### config.mk
export PLATFORM = sky130hd
export DESIGN_NAME = mem_port_arbiter_flat
export DESIGN_NICKNAME = d
export VERILOG_FILES = /design/src/rtl/mem_port_arbiter_if.sv /design/src/rtl/mem_port_arbiter.sv /design/src/flat_wrapper.sv
export SDC_FILE = /design/constraint.sdc
export NUM_CORES = 1
export LEC_CHECK = 0
export ABC_CLOCK_PERIOD_IN_PS = 5500
export BUFFER_PORTS_ARGS = -buffer_cell sky130_fd_sc_hd__buf_4
export CORE_MARGIN = 4
export CORE_UTILIZATION = 35
export DETAILED_ROUTE_END_ITERATION = 8
export MAX_ROUTING_LAYER = met4
export RECOVER_POWER = 25
export SKIP_LAST_GASP = 1
export SLEW_MARGIN = 20
export SYNTH_ARGS = -nofsm -noshare
export SYNTH_HDL_FRONTEND = slang
export SYNTH_SLANG_ARGS = --single-unit
### constraint.sdc
create_clock -name clk -period 5.5 [get_ports clk]
set_input_delay 0.55 -clock clk [delete_from_list [all_inputs] [get_ports clk]]
set_output_delay 0.55 -clock clk [all_outputs]
set_load 0.01 [all_outputs]
### src/rtl/mem_port_arbiter_if.sv
// mem_port_arbiter_if: fetch and data requester ports plus the shared memory bus
interface mem_port_arbiter_if #(parameter int AW = 32, parameter int DW = 32);
    logic          if_req;
    logic [AW-1:0] if_addr;
    logic          if_done;
    logic          if_err;
    logic [DW-1:0] if_rdata;
    logic          d_req;
    logic          d_we;
    logic [AW-1:0] d_addr;
    logic [DW-1:0] d_wdata;
    logic          d_done;
    logic          d_err;
    logic [DW-1:0] d_rdata;
    logic          mem_en;
    logic          mem_we;
    logic [AW-1:0] mem_addr;
    logic [DW-1:0] mem_wdata;
    logic [DW-1:0] mem_rdata;
    logic          mem_ready;
    logic          busy;
    modport slave (
        input  if_req, if_addr, d_req, d_we, d_addr, d_wdata, mem_rdata, mem_ready,
        output if_done, if_err, if_rdata, d_done, d_err, d_rdata,
        output mem_en, mem_we, mem_addr, mem_wdata, busy
    );
    modport master (
        output if_req, if_addr, d_req, d_we, d_addr, d_wdata, mem_rdata, mem_ready,
        input  if_done, if_err, if_rdata, d_done, d_err, d_rdata,
        input  mem_en, mem_we, mem_addr, mem_wdata, busy
    );
endinterface

### src/rtl/mem_port_arbiter.sv
// mem_port_arbiter: round-robin arbiter giving fetch and load/store ports turns on one memory port
module mem_port_arbiter #(
    parameter int AW      = 32,
    parameter int DW      = 32,
    parameter int TIMEOUT = 15
) (
    input logic               clk,
    input logic               reset,
    mem_port_arbiter_if.slave bus
);
    typedef enum logic [1:0] {IDLE, ISSUE, WAIT, RESP} state_t;
    state_t        state, nxt;
    logic          start, gnt_d, fin, sel, we, last, err;
    logic [AW-1:0] addr;
    logic [DW-1:0] wdata, if_rd, d_rd;
    logic [7:0]    cnt;
    assign start = bus.if_req | bus.d_req;
    // last = 1 means data was granted last, so fetch wins the next tie
    assign gnt_d = bus.d_req & (~bus.if_req | ~last);
    always_ff @(posedge clk) state <= !reset ? IDLE : nxt;
    always_comb begin
        nxt           = state;
        fin           = 1'b0;
        case (state)
            IDLE:    nxt = start ? ISSUE : IDLE;
            ISSUE:   nxt = WAIT;
            WAIT: begin
                fin = bus.mem_ready | (cnt == 8'(TIMEOUT));
                nxt = fin ? RESP : WAIT;
            end
            default: nxt = IDLE;
        endcase
        bus.mem_en    = state == ISSUE;
        bus.mem_we    = state == ISSUE && we;
        bus.mem_addr  = addr;
        bus.mem_wdata = wdata;
        bus.busy      = state != IDLE;
        bus.if_done   = state == RESP && !sel;
        bus.d_done    = state == RESP && sel;
        bus.if_err    = state == RESP && !sel && err;
        bus.d_err     = state == RESP && sel && err;
        bus.if_rdata  = if_rd;
        bus.d_rdata   = d_rd;
    end
    always_ff @(posedge clk) begin
        if (!reset) begin
            sel   <= 1'b0;
            we    <= 1'b0;
            last  <= 1'b0;
            err   <= 1'b0;
            addr  <= '0;
            wdata <= '0;
            if_rd <= '0;
            d_rd  <= '0;
            cnt   <= '0;
        end else begin
            if (state == IDLE && start) begin
                sel   <= gnt_d;
                last  <= gnt_d;
                we    <= gnt_d & bus.d_we;
                addr  <= gnt_d ? bus.d_addr : bus.if_addr;
                wdata <= gnt_d ? bus.d_wdata : '0;
            end
            cnt <= state == ISSUE ? 8'd1 : state == WAIT ? cnt + 8'd1 : cnt;
            // fetches never write, so one rule covers both ports' read data
            if (fin) begin
                err <= !bus.mem_ready;
                if (sel)
                    d_rd <= bus.mem_ready && !we ? bus.mem_rdata : '0;
                else
                    if_rd <= bus.mem_ready && !we ? bus.mem_rdata : '0;
            end
        end
    end
endmodule
### src/flat_wrapper.sv
// flat-port wrapper written by rule: the top's interface ports become plain ports
module mem_port_arbiter_flat 
#(
    parameter int AW      = 32,
    parameter int DW      = 32,
    parameter int TIMEOUT = 15
)
  (clk, reset, bus_if_req, bus_if_addr, bus_d_req, bus_d_we, bus_d_addr, bus_d_wdata, bus_mem_rdata, bus_mem_ready, bus_if_done, bus_if_err, bus_if_rdata, bus_d_done, bus_d_err, bus_d_rdata, bus_mem_en, bus_mem_we, bus_mem_addr, bus_mem_wdata, bus_busy);
  mem_port_arbiter_if #(.AW(AW), .DW(DW)) bus_i ();
  input logic clk;
  input logic reset;
  input wire logic [$bits(bus_i.if_req)-1:0] bus_if_req;
  input wire logic [$bits(bus_i.if_addr)-1:0] bus_if_addr;
  input wire logic [$bits(bus_i.d_req)-1:0] bus_d_req;
  input wire logic [$bits(bus_i.d_we)-1:0] bus_d_we;
  input wire logic [$bits(bus_i.d_addr)-1:0] bus_d_addr;
  input wire logic [$bits(bus_i.d_wdata)-1:0] bus_d_wdata;
  input wire logic [$bits(bus_i.mem_rdata)-1:0] bus_mem_rdata;
  input wire logic [$bits(bus_i.mem_ready)-1:0] bus_mem_ready;
  output wire logic [$bits(bus_i.if_done)-1:0] bus_if_done;
  output wire logic [$bits(bus_i.if_err)-1:0] bus_if_err;
  output wire logic [$bits(bus_i.if_rdata)-1:0] bus_if_rdata;
  output wire logic [$bits(bus_i.d_done)-1:0] bus_d_done;
  output wire logic [$bits(bus_i.d_err)-1:0] bus_d_err;
  output wire logic [$bits(bus_i.d_rdata)-1:0] bus_d_rdata;
  output wire logic [$bits(bus_i.mem_en)-1:0] bus_mem_en;
  output wire logic [$bits(bus_i.mem_we)-1:0] bus_mem_we;
  output wire logic [$bits(bus_i.mem_addr)-1:0] bus_mem_addr;
  output wire logic [$bits(bus_i.mem_wdata)-1:0] bus_mem_wdata;
  output wire logic [$bits(bus_i.busy)-1:0] bus_busy;
  assign bus_i.if_req = bus_if_req;
  assign bus_i.if_addr = bus_if_addr;
  assign bus_i.d_req = bus_d_req;
  assign bus_i.d_we = bus_d_we;
  assign bus_i.d_addr = bus_d_addr;
  assign bus_i.d_wdata = bus_d_wdata;
  assign bus_i.mem_rdata = bus_mem_rdata;
  assign bus_i.mem_ready = bus_mem_ready;
  assign bus_if_done = bus_i.if_done;
  assign bus_if_err = bus_i.if_err;
  assign bus_if_rdata = bus_i.if_rdata;
  assign bus_d_done = bus_i.d_done;
  assign bus_d_err = bus_i.d_err;
  assign bus_d_rdata = bus_i.d_rdata;
  assign bus_mem_en = bus_i.mem_en;
  assign bus_mem_we = bus_i.mem_we;
  assign bus_mem_addr = bus_i.mem_addr;
  assign bus_mem_wdata = bus_i.mem_wdata;
  assign bus_busy = bus_i.busy;
  mem_port_arbiter #(.AW(AW), .DW(DW), .TIMEOUT(TIMEOUT)) u_core (.clk(clk), .reset(reset), .bus(bus_i));
endmodule
## Yosys cells after proc, flatten, opt, wreduce, memory -nomap -nowiden

Index checks and enable logic that the tools add are counted.

- Output and inout bits: 135
- Flip-flop bits (word level): 141
- Word-level logic and storage cells: 48
- Input bits: 134

- Mux-type cells: 9
- Bitwise logic cells: 8
- Reduce and logical (&&, ||, !) cells: 16
- Eq/ne operators: 4
- $add $sub $neg: 1

Operators by type and width:

| operator | number |
|---|---|
| $mux W32 | 3 |
| $add A8 B1 Y8 const B | 1 |
| $eq A8 B4 Y1 const B | 1 |
| $logic_and A1 B1 Y1 | 7 |
| $pmux W2 S3 | 1 |
| $mux W1 | 5 |
| $eq A2 B2 Y1 const B | 2 |
| $reduce_and A2 Y1 | 2 |
| $reduce_bool A2 Y1 | 2 |
| $logic_not A1 Y1 | 3 |
| $not A1 Y1 | 3 |
| $or A1 B1 Y1 | 3 |
| $and A1 B1 Y1 | 2 |
| $eq A2 B1 Y1 const B | 1 |
| $logic_not A2 Y1 | 1 |
| $reduce_or A2 Y1 | 1 |

## Longest topological paths before layout

Gate-level depths: netlist of the first run.

- Depth in word-level cells: 4
- Mapped depth: 8
- Gate-level depth less buffers: 5

## Worst setup path before layout of the first run

Ideal clock, no wire load.

- Path type: reg-to-reg
- From: reg u_core.state[0]
- To: reg u_core.d_rd[12] (netlist: u_core.bus.d_rdata[12])
- Path slack: 3.680 ns
- Arrival time: 1.714 ns
- Buffers on the path: 3
- Required time: 5.394 ns
- Stages on the path, launching flop included: 9
- Setup time: 0.106 ns
- Period minus slack after synthesis: 1.820 ns
- Path through: dfxtp_1 > inv_1 > ha_1 > clkbuf_1 > a21boi_0 > clkbuf_1 > clkbuf_1 > o211ai_1 > o311ai_0

- Cells in the longest elaborated chain, start to end: 3

Ends and longest elaborated chain:

| what | line | source |
|---|---|---|
| start: declaration | mem_port_arbiter.sv:12 | `state_t state, nxt;` |
| start signal: assignment | mem_port_arbiter.sv:20 | `always_ff @(posedge clk) state <= !reset ? IDLE : nxt;` |
| $eq A2 B2 Y1 | mem_port_arbiter.sv:24 | `case (state)` |
| $mux W1 | mem_port_arbiter.sv:24 |  |
| $reduce_and A2 Y1 (no source line) | n/a |  |
| end signal: assignment | mem_port_arbiter.sv:69 | `d_rd <= bus.mem_ready && !we ? bus.mem_rdata : '0;` |
| end: declaration | mem_port_arbiter.sv:15 | `logic [DW-1:0] wdata, if_rd, d_rd;` |

Every way passes these cells.
A chain may end at the register's enable or synchronous reset.

## Worst setup path in the final report of the first run

- From: reg u_core.state[0]
- To: reg u_core.d_rd[16] (netlist: u_core.bus.d_rdata[16])

The elaborated chain is that of the path after synthesis.

==> load_flow_metrics.sql, run 1 <==
INSERT INTO impl_metrics (metric_group, metric, value, unit) VALUES
('status', 'outcome', 'complete, no violations', ''),
('worst_setup_path', 'r2r_slack', '2450', 'ps'),
('yosys', 'synth_async_sr_flop_share', '0', '%'),
('final_layout', 'final_design_area_no_fill', '8787', 'um2'),
('grt', 'grt_util_all_layers', '23.11', '%'),
('placement', 'gp_congestion', '0.7819', ''),
('die', 'die_height', '143.4', 'um'),
('grt', 'grt_antenna_before_repair', '0', ''),
('sta', 'finClkSkew', '7.746', 'ps'),
('yosys', 'postSynth.topFlopCell', 'sky130_fd_sc_hd__dfxtp_1', ''),
('yosys', 'synth.top_cell.area_share', '44.02', '%'),
('placement', 'postPlaceCellArea', '8417', 'um2'),
('final_layout', 'n_fill_cell', '1859', ''),
('worst_setup_path', 'setup.worst_path.end_class', 'flip-flop', ''),
('power', 'p_leak', '0.003300', 'uW'),
('clocking', 'ctsLongestPathBuffers', '2', ''),
('clocking', 'clkSlewWorstSetupHoldPaths', '60', 'ps'),
('yosys', 'number_of_enable_type_register_cells_in_the_synthesized_netlist', '0', ''),
('die', 'chipWidth', '143.4', 'um'),
('yosys', 'synth-seq-area-share', '44.02', '%'),
('sta', 'relSlewSlack', '31.00', '%'),
('detailed_routing', 'final_ant_viol_nets', '0', ''),
('final_layout', 'final_layout_size_suffix_gt1_share', '27.65', '%'),
('clocking', 'root_buffer', 'sky130_fd_sc_hd__clkbuf_16', ''),
('detailed_routing', 'routedWlPerCell', '20.44', 'um'),
('sta', 'worst_hold_slack', '392.3', 'ps'),
('worst_setup_path', 'worstPathRequired', '5790', 'ps'),
('detailed_routing', 'route.vias.total', '6847', ''),
('final_layout', 'antenna_cells', '0', ''),
('sta', 'timing.final.max_slew_violations', '0', ''),
('sta', 'hold_viol_final', '0', ''),
('yosys', 'synth.area.top_cells', 'sky130_fd_sc_hd__dfxtp_1 (44%), sky130_fd_sc_hd__a32oi_1 (13%), sky130_fd_sc_hd__o211ai_1 (7.5%), sky130_fd_sc_hd__o311ai_1 (5.2%), sky130_fd_sc_hd__clkbuf_1 (4.9%)', ''),
('worst_setup_path', 'critical_path.cell_chain', 'inv_1, ha_1, nand4_1, or2_4, o311ai_0', ''),
('detailed_routing', 'remaining_drc_errors', '0', ''),
('placement', 'place.detailed.hpwl', '15020', 'um'),
('sta', 'tightest_slew', '1032', 'ps'),
('clocking', 'post_cts.resized_instances', '0', ''),
('clocking', 'tritoncts', 'yes', ''),
('worst_setup_path', 'arrival', '3340', 'ps'),
('min_path', 'min-delay-path-class', 'in2reg', ''),
('die', 'floorplan.initialDensity', '35.70', '%'),
('worst_setup_path', 'critical_path.slowest_cell', 'sky130_fd_sc_hd__nand4_1', ''),
('grt', 'via_count_of_the_first_global_routing_pass', '6607', ''),
('power', 'pwr_density_cell', '356.5', 'nW/um2'),
('die', 'placementRows', '49', ''),
('die', 'design.die.area', '20550', 'um2'),
('worst_setup_path', 'critical_path.max_stage_delay', '860', 'ps'),
('sta', 'setup_repair_after_global_routing_missed_its_margin', 'no', ''),
('detailed_routing', 'detail_route.vias_per_cell', '5.892', ''),
('placement', 'port_buffers', '268', ''),
('yosys', 'synth_nets', '858', ''),
('worst_setup_path', 'crit_path_start_kind', 'flip-flop', ''),
('detailed_routing', 'drt_first_iter_violations', '489', ''),
('detailed_routing', 'dr.pass1.iters', '5', ''),
('detailed_routing', 'route.final.wire_length', '23750', 'um'),
('yosys', 'synthDominantAreaCellType', 'sky130_fd_sc_hd__dfxtp_1', ''),
('yosys', 'syn_avg_cell_area', '8.918', 'um2'),
('yosys', 'synth.yosys.warnings', '0', ''),
('yosys', 'post_synth_cell_types', '39', ''),
('clocking', 'ctsHoldBuffers', '0', ''),
('die', 'num_io_pins', '269', ''),
('clocking', 'insertion_delay', '420', 'ps'),
('final_layout', 'nets', '1059', ''),
('yosys', 'synth_area', '6412', 'um2'),
('sta', 'timing.final.crit_share', '55.40', '%'),
('final_layout', 'area_delta_synth_final', '37.03', '%'),
('clocking', 'cts_made_buffers', '17', ''),
('power', 'ir_drop', '0.2235', 'mV'),
('worst_setup_path', 'crit_path_category', 'reg2reg', ''),
('sta', 'max_freq', '328.2', 'MHz'),
('run', 'cap_viol_max_count', '0', '');
[cells in the mapped netlist (all sizes together), types with 3 or more instances]
cell type	instances
buf	13
inv	5
a31oi	33
a32oi	97
a21boi	3
o311ai	64
clkbuf	85
nor2	38
nand3	32
nor2b	3
nand2	69
dfxtp	141
xor2	3
o21ai	36
and2	6
o211ai	64
ha	5
a21oi	4
[path summary, 6_finish.rpt]
path,cells past startpoint,from,endpoint
hold reg to reg,2,u_core.err$_SDFFE_PN0N_,u_core.err$_SDFFE_PN0N_
setup reg to reg,5,u_core.state[0]$_SDFF_PN0_,u_core.bus.d_rdata[16]$_SDFFE_PN0P_
hold / removal,3,bus_d_wdata[22],u_core.bus.mem_wdata[22]$_SDFFE_PN0P_
setup / recovery,5,u_core.state[0]$_SDFF_PN0_,u_core.bus.d_rdata[16]$_SDFFE_PN0P_
[worst max-delay path, delay by kind of cell (launching register included)]
| kind | cells | cell delay (ps) |
|---|---|---|
| compound gates | 1 | 440 |
| fa+ha+maj | 1 | 340 |
| buf+inv | 1 | 80 |
| flops | 1 | 330 |
| simple gates | 2 | 1690 |
[state kept, by name (all words and copies together) (netlist names)]
| signal | flops |
|---|---|
| u_core.bus.d_rdata | 32 |
| u_core.state | 2 |
| u_core.bus.mem_wdata | 32 |
| u_core.sel | 1 |
| u_core.err | 1 |
| u_core.cnt | 8 |
| u_core.bus.mem_addr | 32 |
| u_core.we | 1 |
| u_core.bus.if_rdata | 32 |
[kinds of logic (layout without fill, tap and decap cells)]
group / after synthesis / count (layout) / share of synthesized area [%]
AOI/OAI and AO/OA: 306 / 306 / 36.80
xor gates and xnor gates: 3 / 3 / 0.4098
adders and majority gates: 5 / 5 / 0.9756
buffers and inverters: 104 / 318 / 6.751
DFF: 141 / 141 / 44.02
muxes: 1 / 1 / 0.1561
and+or+nand+nor: 159 / 159 / 10.89
[through the flow]
| step | cells | power [uW] | setup slack (ps) | utilization (%) |
|---|---|---|---|---|
| floorplan | 719 | 1652 | 3680 | - |
| global placement | 1129 | 2060 | 2570 | 46.86 |
| detailed placement | 1129 | 2057 | 2505 | 46.86 |
| CTS | 1161 | 3215 | 2476 | 50.16 |
| global route | 1162 | 3299 | 2204 | 48.92 |
| finish | 1162 | 3133 | 2453 | 48.92 |
[final cells by class]
type	count	area (um2)	share of cell area, %
clock buffers	19	452.9	5.154
clock inverters	13	141.4	1.609
inverters	6	22.52	0.2563
multi-input cells	474	3191	36.31
flip-flops and latches	141	2823	32.12
well taps	229	286.5	3.261
repair buffers	280	1871	21.29
[metal layers]
layer  GRT usage [%]  up-vias  share of wire [%]
met5               -        -                  0
met2           34.37      309                 46
li1                -     3276                  -
met3           9.784       15                 11
met4           4.757        0               0.92
met1           29.62     3247                 41
[cell usage in the layout (no fill, tap or decap), types with 2 or more instances in the layout]
cell,synthesis,layout
sky130_fd_sc_hd__clkinv_2,0,3
sky130_fd_sc_hd__ha_1,5,5
sky130_fd_sc_hd__xor2_1,3,3
sky130_fd_sc_hd__clkinvlp_4,0,3
sky130_fd_sc_hd__o211ai_1,64,64
sky130_fd_sc_hd__o21ai_0,35,35
sky130_fd_sc_hd__nor2_1,38,38
sky130_fd_sc_hd__clkbuf_1,83,65
sky130_fd_sc_hd__o311ai_0,26,26
sky130_fd_sc_hd__a21boi_4,0,2
sky130_fd_sc_hd__a32oi_1,97,97
sky130_fd_sc_hd__nand4_1,2,2
sky130_fd_sc_hd__o311ai_1,38,38
sky130_fd_sc_hd__a31oi_1,33,33
sky130_fd_sc_hd__inv_1,5,5
sky130_fd_sc_hd__clkbuf_8,0,2
sky130_fd_sc_hd__nor2b_2,0,2
sky130_fd_sc_hd__clkinv_4,0,4
sky130_fd_sc_hd__nand3_1,32,32
sky130_fd_sc_hd__dfxtp_1,141,141
sky130_fd_sc_hd__or3_1,2,2
sky130_fd_sc_hd__a21oi_1,4,4
sky130_fd_sc_hd__and2_1,6,6
sky130_fd_sc_hd__bufinv_16,0,2
sky130_fd_sc_hd__buf_4,0,214
sky130_fd_sc_hd__nand2_1,69,69
sky130_fd_sc_hd__clkbuf_16,0,17
[report_power, final]
group / total (uW) / switching, uW / internal, uW
Clock: 1150 / 457 / 693
Combinational: 745 / 458 / 286
Sequential: 1240 / 87.5 / 1150
Power figures use the tool's default switching activity.
==> run 2, diff against run 1 <==
--- a/config.mk
+++ b/config.mk
@@ -5,7 +5,8 @@
 export SDC_FILE = /design/constraint.sdc
 export NUM_CORES = 1
 export LEC_CHECK = 0
-export ABC_CLOCK_PERIOD_IN_PS = 5500
+export ABC_AREA = 1
+export ABC_CLOCK_PERIOD_IN_PS = 2800
 export BUFFER_PORTS_ARGS = -buffer_cell sky130_fd_sc_hd__buf_4
 export CORE_MARGIN = 4
 export CORE_UTILIZATION = 35
==> constraint.sdc (replaced) <==
create_clock -name clk -period 2.8 [get_ports clk]
set_input_delay 0.28 -clock clk [delete_from_list [all_inputs] [get_ports clk]]
set_output_delay 0.28 -clock clk [all_outputs]
set_load 0.01 [all_outputs]
==> load_flow_metrics.sql, run 2 <==
INSERT INTO impl_metrics (metric_group, metric, value, unit) VALUES
('status', 'outcome', 'complete, no violations', ''),
('worst_setup_path', 'worst_path_most_repeated_cell', 'sky130_fd_sc_hd__nor2_1', ''),
('grt', 'grt_antenna_before_repair', '0', ''),
('yosys', 'post_synth_cell_types', '22', ''),
('die', 'design.die.area', '19320', 'um2'),
('clocking', 'tritoncts', 'yes', ''),
('final_layout', 'mostFrequentLayoutCell', 'sky130_fd_sc_hd__nand2_1', ''),
('yosys', 'yosys.cell_count.top_type', 'sky130_fd_sc_hd__nand2_1', ''),
('final_layout', 'n_fill_cell', '1740', ''),
('detailed_routing', 'route.vias.total', '6194', ''),
('sta', 'finClkSkew', '10.34', 'ps'),
('worst_setup_path', 'critical-path-top-delay-family', 'simple AND/OR/NAND/NOR gates', ''),
('detailed_routing', 'route.final.wire_length', '19490', 'um'),
('worst_setup_path', 'crit_path_start_kind', 'flip-flop', ''),
('min_path', 'hold-path-cell-count', '3', ''),
('yosys', 'synth_nets', '1008', ''),
('die', 'num_io_pins', '269', ''),
('sta', 'relSlewSlack', '50.90', '%'),
('sta', 'period_needed', '2035', 'ps'),
('clocking', 'clkSlewWorstSetupHoldPaths', '70', 'ps'),
('grt', 'grt_start_max_net_pins', '66', ''),
('sta', 'hold_viol_final', '0', ''),
('worst_setup_path', 'critical_path.max_stage_delay', '460', 'ps'),
('die', 'placementRows', '47', ''),
('worst_setup_path', 'r2r_slack', '760', 'ps'),
('clocking', 'ctsHoldBuffers', '0', ''),
('placement', 'gp_congestion', '0.7808', ''),
('yosys', 'synth_area', '6007', 'um2'),
('die', 'die_height', '139.0', 'um'),
('yosys', 'synth.top_cell.area_share', '46.99', '%'),
('die', 'floorplan.initialDensity', '35.97', '%'),
('yosys', 'synth.yosys.warnings', '0', ''),
('detailed_routing', 'routedWlPerCell', '14.52', 'um'),
('yosys', 'syn_avg_cell_area', '6.913', 'um2'),
('clocking', 'insertion_delay', '420', 'ps'),
('min_path', 'worstHoldEndpoint', 'u_core.bus.mem_addr[29]$_SDFFE_PN0P_', ''),
('detailed_routing', 'remaining_drc_errors', '0', ''),
('grt', 'grt_util_all_layers', '20.12', '%'),
('final_layout', 'nets', '1248', ''),
('final_layout', 'antenna_cells', '0', ''),
('run', 'cap_viol_max_count', '0', ''),
('grt', 'grt_overflow_total', '0', ''),
('worst_setup_path', 'worstPathRequired', '3110', 'ps'),
('clocking', 'post_cts.resized_instances', '0', ''),
('worst_setup_path', 'path_buf_inv', '1', ''),
('yosys', 'synth.area.top_cells', 'sky130_fd_sc_hd__dfxtp_1 (47%), sky130_fd_sc_hd__nand2_1 (15%), sky130_fd_sc_hd__nor2_1 (7.7%), sky130_fd_sc_hd__a21oi_1 (5.4%), sky130_fd_sc_hd__inv_1 (5.4%)', ''),
('clocking', 'clkSinkCount', '141', ''),
('min_path', 'holdCritStartpoint', 'bus_d_addr[29]', ''),
('yosys', 'number_of_enable_type_register_cells_in_the_synthesized_netlist', '0', ''),
('min_path', 'min-delay-path-class', 'in2reg', ''),
('worst_setup_path', 'worst-path-max-fanout', '40', ''),
('die', 'design.core.area', '16700', 'um2'),
('sta', 'tns', '0', 'ps'),
('sta', 'max_freq', '491.3', 'MHz'),
('yosys', 'netlist_instances', '869', ''),
('worst_setup_path', 'ff_to_ff_path_depth', '9', ''),
('worst_setup_path', 'setup.worst_path.end_class', 'flip-flop', ''),
('placement', 'place.detailed.hpwl', '14170', 'um'),
('sta', 'timing.final.max_slew_violations', '0', ''),
('clocking', 'ctsHtreeMaxLevel', '4', ''),
('final_layout', 'register_area', '2823', 'um2'),
('clocking', 'ctsLongestPathBuffers', '2', ''),
('final_layout', 'multi_input_comb_area', '2547', 'um2'),
('clocking', 'root_buffer', 'sky130_fd_sc_hd__clkbuf_16', ''),
('sta', 'setup_violations', '0', ''),
('yosys', 'synthDominantAreaCellType', 'sky130_fd_sc_hd__dfxtp_1', ''),
('worst_setup_path', 'r2r_end', 'u_core.bus.if_rdata[25]$_SDFFE_PN0P_', ''),
('yosys', 'synthesized_flop_and_latch_total', '141', ''),
('final_layout', 'fin_util', '50.84', '%'),
('final_layout', 'commonest_non_fill_non_tap_cells_in_the_layout', 'sky130_fd_sc_hd__nand2_1 (243), sky130_fd_sc_hd__buf_4 (212), sky130_fd_sc_hd__dfxtp_1 (141)', ''),
('detailed_routing', 'drt_first_iter_violations', '387', ''),
('power', 'p_leak', '0.004205', 'uW'),
('yosys', 'synth-seq-area-share', '46.99', '%'),
('power', 'ir_drop', '0.4387', 'mV'),
('sta', 'worst_hold_slack', '124.2', 'ps'),
('sta', 'timing.final.crit_share', '72.69', '%'),
('worst_setup_path', 'worstReg2RegStart', 'u_core.state[0]$_SDFF_PN0_', ''),
('detailed_routing', 'dr.pass1.iters', '5', ''),
('detailed_routing', 'detail_route.vias_per_cell', '4.615', ''),
('worst_setup_path', 'crit_path_category', 'reg2reg', ''),
('worst_setup_path', 'critical_path.slowest_cell', 'sky130_fd_sc_hd__nand2_2', ''),
('yosys', 'yosys-top-cells-count', 'sky130_fd_sc_hd__nand2_1 (243), sky130_fd_sc_hd__dfxtp_1 (141), sky130_fd_sc_hd__nor2_1 (124), sky130_fd_sc_hd__inv_1 (86), sky130_fd_sc_hd__a21oi_1 (65)', ''),
('power', 'pwr_density_cell', '729.5', 'nW/um2'),
('worst_setup_path', 'arrival', '2350', 'ps'),
('final_layout', 'area_delta_synth_final', '41.35', '%'),
('placement', 'port_buffers', '268', ''),
('grt', 'via_count_of_the_first_global_routing_pass', '5767', ''),
('yosys', 'postSynth.topFlopCell', 'sky130_fd_sc_hd__dfxtp_1', ''),
('final_layout', 'final_layout_size_suffix_gt1_share', '22.64', '%'),
('clocking', 'post-cts-setup-buffer-count', '0', ''),
('grt', 'grt_pass1_wl', '30260', 'um'),
('yosys', 'synth_async_sr_flop_share', '0', '%'),
('detailed_routing', 'final_ant_viol_nets', '0', ''),
('worst_setup_path', 'critical_path.cell_chain', 'inv_1, ha_1, nand2_1, nor2_1, nand2_2, nand2_4, nand2_2, nor2_1, nor2_1', ''),
('die', 'chipWidth', '139.0', 'um'),
('sta', 'setup_repair_after_global_routing_missed_its_margin', 'no', ''),
('clocking', 'cts_made_buffers', '17', ''),
('sta', 'tightest_slew', '733.9', 'ps');
## run 2: cell count changes after synthesis, moves of 6 or more
cell	delta
sky130_fd_sc_hd__buf_4	+7
sky130_fd_sc_hd__nor2_1	+86
sky130_fd_sc_hd__inv_1	+81
sky130_fd_sc_hd__a21oi_1	+61
sky130_fd_sc_hd__o211ai_1	-64
sky130_fd_sc_hd__o311ai_0	-26
sky130_fd_sc_hd__nand3_1	+27
sky130_fd_sc_hd__and2_1	-6
sky130_fd_sc_hd__nand2_1	+174
sky130_fd_sc_hd__o311ai_1	-38
sky130_fd_sc_hd__a32oi_1	-97
sky130_fd_sc_hd__buf_2	+19
sky130_fd_sc_hd__clkbuf_1	-63
## run 2: how the worst max path moves through the flow
stage          cells past startpoint                               endpoint  slack, ps                  startpoint
5_1_grt                            9   u_core.bus.if_rdata[19]$_SDFFE_PN0P_        490  u_core.state[0]$_SDFF_PN0_
6_report                           9   u_core.bus.if_rdata[25]$_SDFFE_PN0P_        760  u_core.state[0]$_SDFF_PN0_
2_1_floorplan                      9  u_core.bus.mem_wdata[10]$_SDFFE_PN0P_       1330  u_core.state[0]$_SDFF_PN0_
3_3_place_gp                       9    u_core.bus.if_rdata[3]$_SDFFE_PN0P_        830  u_core.state[0]$_SDFF_PN0_
3_5_place_dp                       9    u_core.bus.if_rdata[7]$_SDFFE_PN0P_        770  u_core.state[0]$_SDFF_PN0_
4_1_cts                            9    u_core.bus.if_rdata[7]$_SDFFE_PN0P_        760  u_core.state[0]$_SDFF_PN0_
## run 2: worst register-to-register path, cell delays in order, from the launching register on
cell and delay, ps:
sky130_fd_sc_hd__dfxtp_1 320, sky130_fd_sc_hd__inv_1 80, sky130_fd_sc_hd__ha_1 250, sky130_fd_sc_hd__nand2_1 70, sky130_fd_sc_hd__nor2_1 120, sky130_fd_sc_hd__nand2_2 80, sky130_fd_sc_hd__nand2_4 200, sky130_fd_sc_hd__nand2_2 470
sky130_fd_sc_hd__nor2_1 260, sky130_fd_sc_hd__nor2_1 60
## run 2: cells by family (layout without fill, tap and decap cells)
| group | after synthesis | after routing | share of synthesized area (%) |
|---|---|---|---|
| and+or+nand+nor | 437 | 437 | 29.16 |
| AOI/OAI and AO/OA | 137 | 137 | 12.12 |
| DFF | 141 | 141 | 46.99 |
| buffers and inverters | 149 | 402 | 10.69 |
| adders and majority gates | 5 | 5 | 1.041 |
## run 2: metrics by stage
stage / worst slack, ps / instances / instance area, um2 / total power [uW]
after floorplan: 1325 / 869 / 6007 / 3206
after global placement: 834.0 / 1310 / 8094 / 3894
after detailed placement: 769.4 / 1310 / 8094 / 3893
after CTS: 755.6 / 1342 / 8738 / 6376
after global routing: 487.0 / 1342 / 8491 / 6511
final: 764.7 / 1342 / 8491 / 6194
## run 2: layout make-up
class | count | area share [%]
clock buffers | 18 | 5.172
clock inverters | 14 | 2.417
inverters | 91 | 4.023
multi-input cells | 579 | 30.00
flip-flops and latches | 141 | 33.24
well taps | 220 | 3.242
repair buffers | 279 | 21.90
## run 2: power by group
| part | total [uW] | switching (uW) | internal [uW] | leakage (uW) |
|---|---|---|---|---|
| Combinational | 1360 | 833 | 530 | 0.00274 |
| Sequential | 2370 | 132 | 2240 | 0.00115 |
| Clock | 2460 | 925 | 1530 | 0.000314 |
| Total | 6190 | 1890 | 4300 | 0.00421 |
## run 2: per-layer routing
| layer | wire length, um | vias to the layer above | track usage (%) | part of all wire (%) |
|---|---|---|---|---|
| li1 | - | 3219 | - | - |
| met5 | 0 | - | - | 0 |
| met2 | 9113 | 235 | 31.76 | 47 |
| met4 | 318 | 0 | 6.746 | 1.6 |
| met1 | 8376 | 2720 | 24.30 | 43 |
| met3 | 1684 | 20 | 6.621 | 8.6 |
==> run 3, diff against run 2 <==
--- a/config.mk
+++ b/config.mk
@@ -5,8 +5,8 @@
 export SDC_FILE = /design/constraint.sdc
 export NUM_CORES = 1
 export LEC_CHECK = 0
-export ABC_AREA = 1
-export ABC_CLOCK_PERIOD_IN_PS = 2800
+export ABC_AREA = 0
+export ABC_CLOCK_PERIOD_IN_PS = 1700
 export BUFFER_PORTS_ARGS = -buffer_cell sky130_fd_sc_hd__buf_4
 export CORE_MARGIN = 4
 export CORE_UTILIZATION = 35
==> constraint.sdc (replaced) <==
create_clock -name clk -period 1.7 [get_ports clk]
set_input_delay 0.17 -clock clk [delete_from_list [all_inputs] [get_ports clk]]
set_output_delay 0.17 -clock clk [all_outputs]
set_load 0.01 [all_outputs]
==> load_flow_metrics.sql, run 3 (synthesis results as in run 1) <==
INSERT INTO impl_metrics (metric_group, metric, value, unit) VALUES
('die', 'floorplan.initialDensity', '35.70', '%'),
('status', 'outcome', 'finished with violations', ''),
('sta', 'layout_setup_ws', '-47.67', 'ps'),
('final_layout', 'final_layout_size_suffix_gt1_share', '32.31', '%'),
('final_layout', 'final_cells', '1238', ''),
('detailed_routing', 'dr.pass1.iters', '7', ''),
('grt', 'grt_overflow_total', '0', ''),
('detailed_routing', 'drt_first_iter_violations', '543', ''),
('grt', 'grt_pass1_wl', '38960', 'um'),
('final_layout', 'mostFrequentLayoutCell', 'sky130_fd_sc_hd__buf_4', ''),
('power', 'pwr_density_cell', '1057', 'nW/um2'),
('detailed_routing', 'final_ant_viol_nets', '0', ''),
('sta', 'timing.final.max_slew_violations', '0', ''),
('detailed_routing', 'remaining_drc_errors', '0', ''),
('die', 'chipWidth', '143.4', 'um'),
('clocking', 'ctsLongestPathBuffers', '2', ''),
('die', 'die_height', '143.4', 'um'),
('final_layout', 'register_area', '2826', 'um2'),
('clocking', 'root_buffer', 'sky130_fd_sc_hd__clkbuf_16', ''),
('worst_setup_path', 'setup.worst_path.end_class', 'flip-flop', ''),
('detailed_routing', 'route.vias.total', '7271', ''),
('placement', 'preCtsSetupSlack', '-54.37', 'ps'),
('placement', 'port_buffers', '268', ''),
('sta', 'timing.final.crit_share', '102.8', '%'),
('sta', 'worst_hold_slack', '0.8640', 'ps'),
('grt', 'grt_util_all_layers', '24.17', '%'),
('die', 'placementRows', '49', ''),
('clocking', 'insertion_delay', '430', 'ps'),
('clocking', 'clkSlewWorstSetupHoldPaths', '70', 'ps'),
('final_layout', 'nets', '1135', ''),
('sta', 'setup_repair_after_global_routing_missed_its_margin', 'yes', ''),
('min_path', 'min-delay-path-class', 'in2reg', ''),
('detailed_routing', 'routedWlPerCell', '20.53', 'um'),
('worst_setup_path', 'crit_path_start_kind', 'flip-flop', ''),
('grt', 'via_count_of_the_first_global_routing_pass', '7080', ''),
('sta', 'tightest_slew', '815.9', 'ps'),
('placement', 'gp_congestion', '0.7868', ''),
('clocking', 'cts_made_buffers', '17', ''),
('worst_setup_path', 'worst-path-max-fanout', '40', ''),
('grt', 'grt_antenna_before_repair', '0', ''),
('status', 'violations', 'setup timing', ''),
('sta', 'hold_viol_final', '0', ''),
('final_layout', 'area_delta_synth_final', '54.11', '%'),
('grt', 'grt_start_max_net_pins', '66', ''),
('sta', 'setup_violations', '18', ''),
('worst_setup_path', 'arrival', '2070', 'ps'),
('worst_setup_path', 'worstPathRequired', '2020', 'ps'),
('power', 'p_leak', '0.003833', 'uW'),
('power', 'ir_drop', '0.7196', 'mV'),
('run', 'cap_viol_max_count', '0', ''),
('placement', 'place.detailed.hpwl', '15810', 'um'),
('die', 'num_io_pins', '269', ''),
('final_layout', 'commonest_non_fill_non_tap_cells_in_the_layout', 'sky130_fd_sc_hd__buf_4 (238), sky130_fd_sc_hd__dfxtp_1 (138), sky130_fd_sc_hd__a32oi_1 (93)', ''),
('sta', 'max_freq', '572.2', 'MHz'),
('clocking', 'clkSinkCount', '141', ''),
('final_layout', 'antenna_cells', '0', ''),
('sta', 'relSlewSlack', '45.61', '%'),
('clocking', 'ctsHtreeMaxLevel', '4', ''),
('clocking', 'tritoncts', 'yes', ''),
('worst_setup_path', 'crit_path_category', 'reg2reg', ''),
('placement', 'placed_cells_incl_taps', '1155', ''),
('detailed_routing', 'detail_route.vias_per_cell', '5.873', ''),
('sta', 'finClkSkew', '16.61', 'ps'),
('sta', 'period_needed', '1748', 'ps'),
('final_layout', 'multi_input_comb_area', '3343', 'um2'),
('final_layout', 'n_fill_cell', '1707', ''),
('die', 'design.core.area', '17960', 'um2'),
('die', 'design.die.area', '20550', 'um2'),
('detailed_routing', 'route.final.wire_length', '25410', 'um');
## run 3: layout make-up
cell class,count,area share [%]
Multi-Input combinational cell,474,33.83
Sequential cell,141,28.60
Timing Repair Buffer,356,28.59
Clock buffer,17,4.305
Tap cell,229,2.899
Clock inverter,15,1.545
Inverter,6,0.2279
## run 3: power by group
part           switching, uW  internal, uW
sequential               274          3720
combinational           1610          1210
clock                   1690          1940
## run 3: worst paths after layout
check                              from                              endpoint  slack, ps  cells past startpoint
max          u_core.cnt[7]$_SDFFE_PP0N_   u_core.bus.d_rdata[30]$_SDFFE_PN0P_        -50                      4
min                     bus_if_addr[17]  u_core.bus.mem_addr[17]$_SDFFE_PN0P_        0.9                      3
max reg2reg  u_core.cnt[7]$_SDFFE_PP0N_   u_core.bus.d_rdata[30]$_SDFFE_PN0P_        -50                      4
min reg2reg     u_core.err$_SDFFE_PN0N_               u_core.err$_SDFFE_PN0N_        480                      2
## run 3: repair_timing
action / 4_1_cts / 5_1_grt
setup buffers: 0 / 1
setup endpoints to repair: 20 / 65
hold buffers: 47 / 1
pin swaps: 0 / 7
resized for setup: 12 / 39
endpoints found under the hold margin: 40 / 1
gates cloned: 0 / 2
## run 3: per-stage QoR
| step | TNS (ps) | cell area [um2] | power, uW | utilization (%) |
|---|---|---|---|---|
| 3_3_place_gp | 0 | 8787 | 6864 | 48.92 |
| 2_1_floorplan | -735.9 | 6421 | 5350 | - |
| 5_1_grt | -2366 | 9882 | 10980 | 55.01 |
| 3_5_place_dp | -354.1 | 8787 | 6860 | 48.92 |
| 4_1_cts | -126.5 | 9838 | 10600 | 54.77 |
| 6_report | -236.6 | 9882 | 10450 | 55.01 |
## run 3: metal layers
| metal | global-route usage [%] | up-vias | routed length [um] |
|---|---|---|---|
| li1 | - | 3433 | - |
| met1 | 31.50 | 3452 | 10530 |
| met2 | 36.55 | 357 | 12040 |
| met3 | 7.854 | 29 | 2500 |
| met4 | 6.046 | 0 | 342 |
| met5 | - | - | 0 |
## run 3: worst max-delay path: stages (launching register included)
cell and delay, ps:
sky130_fd_sc_hd__dfxtp_1 310, sky130_fd_sc_hd__or4_4 540, sky130_fd_sc_hd__or2_4 270, sky130_fd_sc_hd__buf_12 180
sky130_fd_sc_hd__o311ai_1 310
